===== config.mk =====
export PLATFORM = sky130hd
export DESIGN_NAME = raizing_input_cond_flat
export DESIGN_NICKNAME = d
export VERILOG_FILES = /design/src/rtl/raizing_input_cond_pkg.sv /design/src/rtl/raizing_input_cond_if.sv /design/src/rtl/raizing_input_cond_coin_shaper.sv /design/src/rtl/raizing_input_cond.sv /design/src/flat_wrapper.sv
export SDC_FILE = /design/constraint.sdc
export NUM_CORES = 1
export LEC_CHECK = 0
export BUFFER_PORTS_ARGS = -buffer_cell sky130_fd_sc_hd__buf_2
export CAP_MARGIN = 20
export CORE_ASPECT_RATIO = 0.9
export CORE_MARGIN = 2
export CORE_UTILIZATION = 40
export DETAILED_ROUTE_END_ITERATION = 8
export PLACE_DENSITY = 0.6
export SYNTH_ARGS = -nofsm -noshare
export SYNTH_HDL_FRONTEND = slang
export SYNTH_SLANG_ARGS = --single-unit

===== constraint.sdc =====
create_clock -name CLK -period 2.35 [get_ports CLK]
set_input_delay 0.705 -clock CLK [delete_from_list [all_inputs] [get_ports CLK]]
set_output_delay 0.705 -clock CLK [all_outputs]
set_load 0.03 [all_outputs]

===== src/rtl/raizing_input_cond_pkg.sv =====
// rtl/raizing_input_cond_pkg.sv - shared constants, coin-shaper states and SOCD helper
package raizing_input_pkg;

  localparam int JOY_RIGHT = 0;
  localparam int JOY_LEFT  = 1;
  localparam int JOY_DOWN  = 2;
  localparam int JOY_UP    = 3;

  localparam logic [1:0] ST_IDLE  = 2'd0;
  localparam logic [1:0] ST_PULSE = 2'd1;
  localparam logic [1:0] ST_GAP   = 2'd2;

  typedef enum logic [1:0] {
    IDLE  = ST_IDLE,
    PULSE = ST_PULSE,
    GAP   = ST_GAP
  } coin_state_e;

  // Opposing directions cancel each other; buttons pass untouched.
  function automatic logic [9:0] socd_clean(input logic [9:0] j);
    logic [9:0] r;
    r = j;
    if (j[JOY_UP] && j[JOY_DOWN]) begin
      r[JOY_UP]   = 1'b0;
      r[JOY_DOWN] = 1'b0;
    end
    if (j[JOY_LEFT] && j[JOY_RIGHT]) begin
      r[JOY_LEFT]  = 1'b0;
      r[JOY_RIGHT] = 1'b0;
    end
    return r;
  endfunction

endpackage


===== src/rtl/raizing_input_cond_if.sv =====
// rtl/raizing_input_cond_if.sv - raw control inputs and conditioned outputs of the input block
interface raizing_input_cond_if;
  logic       LVBL;
  logic [9:0] JOYSTICK1_RAW;
  logic [9:0] JOYSTICK2_RAW;
  logic [3:0] START_RAW;
  logic [3:0] COIN_RAW;
  logic       SERVICE_RAW;
  logic [9:0] JOYSTICK1;
  logic [9:0] JOYSTICK2;
  logic [3:0] START_BUTTON;
  logic [3:0] COIN_INPUT;
  logic       SERVICE;

  modport master (
    output LVBL, JOYSTICK1_RAW, JOYSTICK2_RAW, START_RAW, COIN_RAW, SERVICE_RAW,
    input  JOYSTICK1, JOYSTICK2, START_BUTTON, COIN_INPUT, SERVICE
  );

  modport slave (
    input  LVBL, JOYSTICK1_RAW, JOYSTICK2_RAW, START_RAW, COIN_RAW, SERVICE_RAW,
    output JOYSTICK1, JOYSTICK2, START_BUTTON, COIN_INPUT, SERVICE
  );
endinterface


===== src/rtl/raizing_input_cond_coin_shaper.sv =====
// rtl/raizing_input_cond_coin_shaper.sv - frame-locked coin pulse shaper with a 3-deep press queue
module raizing_coin_shaper
  import raizing_input_pkg::*;
#(
  parameter int COIN_FRAMES = 3,
  parameter int COIN_GAP    = 3
) (
  input  logic clk_i,
  input  logic rst_ni,
  input  logic strobe_i,
  input  logic coin_i,
  output logic coin_o
);
  coin_state_e state_q, state_d;
  logic [3:0]  fcnt_q, fcnt_d;
  logic [1:0]  pend_q, pend_d;
  logic        coin_q, coin_d;
  logic        prev_q;
  logic        rise, take;

  assign rise   = coin_i & ~prev_q;
  assign coin_o = coin_q;

  always_comb begin
    state_d = state_q;
    fcnt_d  = fcnt_q;
    coin_d  = coin_q;
    take    = 1'b0;
    case (state_q)
      // A fresh edge starts the pulse directly so COIN follows one cycle later.
      IDLE: if (pend_q != 2'd0 || rise) begin
        take    = 1'b1;
        state_d = PULSE;
        fcnt_d  = 4'd0;
        coin_d  = 1'b1;
      end
      PULSE: if (strobe_i) begin
        if (fcnt_q == 4'(COIN_FRAMES - 1)) begin
          state_d = GAP;
          fcnt_d  = 4'd0;
          coin_d  = 1'b0;
        end else begin
          fcnt_d = fcnt_q + 4'd1;
        end
      end
      GAP: if (strobe_i) begin
        if (fcnt_q == 4'(COIN_GAP - 1)) begin
          state_d = IDLE;
          fcnt_d  = 4'd0;
        end else begin
          fcnt_d = fcnt_q + 4'd1;
        end
      end
      default: state_d = IDLE;
    endcase
  end

  always_comb begin
    pend_d = pend_q;
    case ({rise, take})
      2'b10:   pend_d = (pend_q == 2'd3) ? 2'd3 : pend_q + 2'd1;
      2'b01:   pend_d = pend_q - 2'd1;
      default: pend_d = pend_q;
    endcase
  end

  always_ff @(posedge clk_i or negedge rst_ni) begin
    if (!rst_ni) begin
      state_q <= IDLE;
      fcnt_q  <= 4'd0;
      pend_q  <= 2'd0;
      coin_q  <= 1'b0;
      prev_q  <= 1'b0;
    end else begin
      state_q <= state_d;
      fcnt_q  <= fcnt_d;
      pend_q  <= pend_d;
      coin_q  <= coin_d;
      prev_q  <= coin_i;
    end
  end
endmodule


===== src/rtl/raizing_input_cond.sv =====
// rtl/raizing_input_cond.sv - synchronize, debounce and shape the Raizing player controls
// Define RAIZING_SOCD_EN to clear opposing joystick directions.
module raizing_input_cond
  import raizing_input_pkg::*;
#(
  parameter int DEB_DIV     = 48000,
  parameter int DEB_LEN     = 3,
  parameter int COIN_FRAMES = 3,
  parameter int COIN_GAP    = 3
) (
  input logic                 CLK,
  input logic                 RESET_N,
  raizing_input_cond_if.slave io
);
  localparam int NB = 29;
  localparam int DW = $clog2(DEB_DIV);

  logic [NB-1:0]              raw, sync1_q, sync2_q, deb_q, deb_d;
  logic [NB-1:0][DEB_LEN-1:0] hist_q, hist_d;
  logic [DW-1:0]              div_q, div_d;
  logic                       tick, lvbl_q, strobe;
  logic [9:0]                 joy1, joy2;
  logic [3:0]                 coin_out;

  // Bit map: joy1 [9:0], joy2 [19:10], start [23:20], coin [27:24], service [28].
  assign raw    = {io.SERVICE_RAW, io.COIN_RAW, io.START_RAW, io.JOYSTICK2_RAW, io.JOYSTICK1_RAW};
  assign tick   = (div_q == DW'(DEB_DIV - 1));
  assign div_d  = tick ? '0 : div_q + DW'(1);
  assign strobe = lvbl_q & ~io.LVBL;

  always_comb begin
    hist_d = hist_q;
    deb_d  = deb_q;
    if (tick) begin
      for (int b = 0; b < NB; b++) begin
        hist_d[b] = {hist_q[b][DEB_LEN-2:0], sync2_q[b]};
        if (hist_d[b] == {DEB_LEN{sync2_q[b]}}) deb_d[b] = sync2_q[b];
      end
    end
  end

  always_ff @(posedge CLK or negedge RESET_N) begin
    if (!RESET_N) begin
      sync1_q <= '0;
      sync2_q <= '0;
      hist_q  <= '0;
      deb_q   <= '0;
      div_q   <= '0;
      lvbl_q  <= 1'b0;
    end else begin
      sync1_q <= raw;
      sync2_q <= sync1_q;
      hist_q  <= hist_d;
      deb_q   <= deb_d;
      div_q   <= div_d;
      lvbl_q  <= io.LVBL;
    end
  end

`ifdef RAIZING_SOCD_EN
  assign joy1 = socd_clean(deb_q[9:0]);
  assign joy2 = socd_clean(deb_q[19:10]);
`else
  assign joy1 = deb_q[9:0];
  assign joy2 = deb_q[19:10];
`endif

  for (genvar c = 0; c < 4; c++) begin : g_coin
    raizing_coin_shaper #(
      .COIN_FRAMES(COIN_FRAMES),
      .COIN_GAP   (COIN_GAP)
    ) u_shaper (
      .clk_i   (CLK),
      .rst_ni  (RESET_N),
      .strobe_i(strobe),
      .coin_i  (deb_q[24+c]),
      .coin_o  (coin_out[c])
    );
  end

  assign io.JOYSTICK1    = joy1;
  assign io.JOYSTICK2    = joy2;
  assign io.START_BUTTON = deb_q[23:20];
  assign io.COIN_INPUT   = coin_out;
  assign io.SERVICE      = deb_q[28];
endmodule


===== src/flat_wrapper.sv =====
// flat-port wrapper written by rule: the top's interface ports become plain ports
module raizing_input_cond_flat import raizing_input_pkg::*;
#(
  parameter int DEB_DIV     = 48000,
  parameter int DEB_LEN     = 3,
  parameter int COIN_FRAMES = 3,
  parameter int COIN_GAP    = 3
)
  (CLK, RESET_N, io_LVBL, io_JOYSTICK1_RAW, io_JOYSTICK2_RAW, io_START_RAW, io_COIN_RAW, io_SERVICE_RAW, io_JOYSTICK1, io_JOYSTICK2, io_START_BUTTON, io_COIN_INPUT, io_SERVICE);
  raizing_input_cond_if io_i ();
  input logic CLK;
  input logic RESET_N;
  input wire logic [$bits(io_i.LVBL)-1:0] io_LVBL;
  input wire logic [$bits(io_i.JOYSTICK1_RAW)-1:0] io_JOYSTICK1_RAW;
  input wire logic [$bits(io_i.JOYSTICK2_RAW)-1:0] io_JOYSTICK2_RAW;
  input wire logic [$bits(io_i.START_RAW)-1:0] io_START_RAW;
  input wire logic [$bits(io_i.COIN_RAW)-1:0] io_COIN_RAW;
  input wire logic [$bits(io_i.SERVICE_RAW)-1:0] io_SERVICE_RAW;
  output wire logic [$bits(io_i.JOYSTICK1)-1:0] io_JOYSTICK1;
  output wire logic [$bits(io_i.JOYSTICK2)-1:0] io_JOYSTICK2;
  output wire logic [$bits(io_i.START_BUTTON)-1:0] io_START_BUTTON;
  output wire logic [$bits(io_i.COIN_INPUT)-1:0] io_COIN_INPUT;
  output wire logic [$bits(io_i.SERVICE)-1:0] io_SERVICE;
  assign io_i.LVBL = io_LVBL;
  assign io_i.JOYSTICK1_RAW = io_JOYSTICK1_RAW;
  assign io_i.JOYSTICK2_RAW = io_JOYSTICK2_RAW;
  assign io_i.START_RAW = io_START_RAW;
  assign io_i.COIN_RAW = io_COIN_RAW;
  assign io_i.SERVICE_RAW = io_SERVICE_RAW;
  assign io_JOYSTICK1 = io_i.JOYSTICK1;
  assign io_JOYSTICK2 = io_i.JOYSTICK2;
  assign io_START_BUTTON = io_i.START_BUTTON;
  assign io_COIN_INPUT = io_i.COIN_INPUT;
  assign io_SERVICE = io_i.SERVICE;
  raizing_input_cond #(.DEB_DIV(DEB_DIV), .DEB_LEN(DEB_LEN), .COIN_FRAMES(COIN_FRAMES), .COIN_GAP(COIN_GAP)) u_core (.CLK(CLK), .RESET_N(RESET_N), .io(io_i));
endmodule

==> results.ini <==
[placed_design]
dp_cells=1088
io_buffers=60
dp_hpwl_mm=9.48
place_congestion=0.775
dp_slack_ns=0.272

[yosys]
synthFlopType=dfrtp_1
syn_inst=781
synth_top_area_share=0.605
yosysWarnings=0
yosys.cell_types.count=53
ys_ff_latch=202
syn-cell-area_um2=8360
avgSynthCellArea_um2=10.7
yosysTopAreaCell=dfrtp_1
async_flop_share=1.00
synth_area_leaders=dfrtp_1, nand2_1, ha_1
synth.net_count=851
synth_edf_count=0
ys_seq_area_frac=0.605

[finish]
most-common-layout-cells=dfrtp_1, nand2_1, buf_2
seq_area_um2=5050
final_common_cell=dfrtp_1
drive_above_1_share=0.145
syn2layout_area_growth_pct=16.4
fillerInstances=1867
fin_util=0.471
nNetsFinal=923
instances_no_fill=1128
multiInputGateArea_um2=3060
diodes=0

[drt]
ant_nets=0
drt-pass1-iter-count=4
post_drt_wl_per_cell_um=13.1
vias_per_cell=4.96
drt-initial-drc-count=278
totalWireLength_mm=14.7
vias=5600
route.detailed.drc=0

[global_routing]
gr-total-overflow=0
grt_pass1_wl_mm=25.6
grtUsageMet2=0.209
grt_busiest_layer=met2
grt_max_degree=58
grt_util_met3=0.0307
grt_pass1_vias=5326
antenna_found_initial=0
grt_use_total=0.138
use_met1=0.201

[floorplanning]
die_y_um=141
core_area_um2=20600
die-area_um2=22100
rows=50
num_io_pins=61
die-width_um=156
initial_core_util=0.405

[worst_setup_path]
crit_start=u_core.div_q[0]
critical_path_arrival_ns=2.39
cp_data_required_time_ns=2.77
ff2ff_path_depth=6
cp-end-kind=register
worst_setup_path_start_kind=register
cpPeakStageDelay_ns=0.41
regToRegStartpoint=u_core.div_q[0]
critPathSlowestCell=and4_1
path_cells=ha_1 > and4_1 > and4_4 > buf_12 > a31oi_1 > nor3_1
worst-setup-path-type=register to register
cp_max_fo=51

[timing]
setup_slack_ns=0.385
hold_viol_final=0
relSlewSlack=0.659
hold_slack_ns=0.154
tightest_slew_ns=0.512
period_minus_slack_ns=1.97
final-max-slew-violation-count=0
fmax_mhz=509
fin_crit_sh=0.836
finalClockSkew_ns=0.0102
tns_ns=0
setup_viol=0
rsz0062_at_grt=no

[cts]
cts.sinks=202
clockBufferDepth=3
clk_pin_slew_ns=0.06
numCtsBuffers=23
holdBufCountCts=0
ctsResizeCount=0
clockRootBuffer=clkbuf_16
worstSkewPairLatency_ns=0.52
cts_tree=done
h-tree-depth=1
post-cts-setup-buffer-count=0

[power]
vdd_drop_max_mv=0.480
leakagePower_nw=4.78
p_per_area_nw_per_um2=720

[flow_run]
drv_cap=0

[run_status]
status=finished, final reports clean

[worst_hold_path]
hold_path.class=primary input to asynchronous set/reset pin

## cells in the mapped netlist, types with 3 or more instances
cell and number:
nor3b_1 5, nor3_1 32, nor4_1 32, a21oi_1 15
nand2b_1 7, or2_2 3, clkbuf_1 7, o31ai_1 4
buf_2 6, nor2b_1 5, buf_4 12, nand3_1 10
nor2_1 48, and4_1 3, nand4_1 5, a31oi_1 31
mux2i_1 6, or3_1 3, xnor2_1 9, a22o_1 3
inv_1 23, nand2_1 198, and3_1 7, and2_1 4
o21ai_0 14, a211o_1 4, xor2_1 3, mux2_2 8
ha_1 38, dfrtp_1 202
## per-layer routing
metal,vias up,wire (µm)
li1,2832,-
met4,0,367
met1,2664,7370
met5,-,0
met3,26,634
met2,78,6360
## critical path: cells and delay by family, from the launching register on
family / cells / cell delay [ns]
simple gates: 3 / 0.89
fa+ha+maj: 1 / 0.21
compound gates: 1 / 0.12
flops: 1 / 0.38
buf+inv: 1 / 0.23
## area by class of cell
| type | count | share of cell area |
|---|---|---|
| flip-flops and latches | 202 | 0.520 |
| multi-input cells | 529 | 0.314 |
| well taps | 260 | 0.0334 |
| clock buffers | 33 | 0.0661 |
| clock inverters | 7 | 0.00592 |
| repair buffers | 74 | 0.0516 |
| inverters | 23 | 0.00887 |
## report_power, final
part	total, W	leakage, nW	switching [W]	internal [W]
registers	0.00356	2.66	0.0000274	0.00353
clock network	0.00332	0.347	0.00140	0.00192
logic	0.000131	1.78	0.0000862	0.0000450
## cells by family after synthesis
family / Yosys count / share of synthesized area
AOI/OAI and AO/OA: 92 / 0.0713
xor gates and xnor gates: 12 / 0.0126
adders and majority gates: 38 / 0.0569
buffers and inverters: 50 / 0.0305
DFF: 202 / 0.605
muxes: 14 / 0.0180
and+or+nand+nor: 373 / 0.206
## metrics by stage
stage | instance area [µm²] | power (W)
after CTS | 9730 | 0.00713
final | 9730 | 0.00701
after detailed placement | 9030 | 0.00376
after floorplan | 8360 | 0.00363
after global placement | 9030 | 0.00376
after global routing | 9730 | 0.00731
## registers in the layout, summed over array words and instances (netlist names)
signal                          count
u_core.g_coin.u_shaper.prev_q       4
u_core.g_coin.u_shaper.coin_o       4
u_core.sync1_q                     29
u_core.lvbl_q                       1
u_core.g_coin.u_shaper.fcnt_q      16
u_core.hist_q                      58
u_core.g_coin.u_shaper.pend_q       8
u_core.deb_q                       29
u_core.div_q                       16
u_core.g_coin.u_shaper.state_q      8
u_core.sync2_q                     29
## path summary, 6_finish.rpt
kind                                                       endpoint  slack [ns]
worst max-delay path                               u_core.deb_q[14]        0.38
worst min-delay path            u_core.g_coin[3].u_shaper.pend_q[1]        0.15
worst max register to register                     u_core.deb_q[14]        0.38
worst min register to register                   u_core.sync2_q[17]        0.34
max in group asynchronous                        u_core.sync2_q[27]        1.58
min in group CLK                                 u_core.sync1_q[20]        0.29
Note: power is estimated with default switching activity, not from simulation.
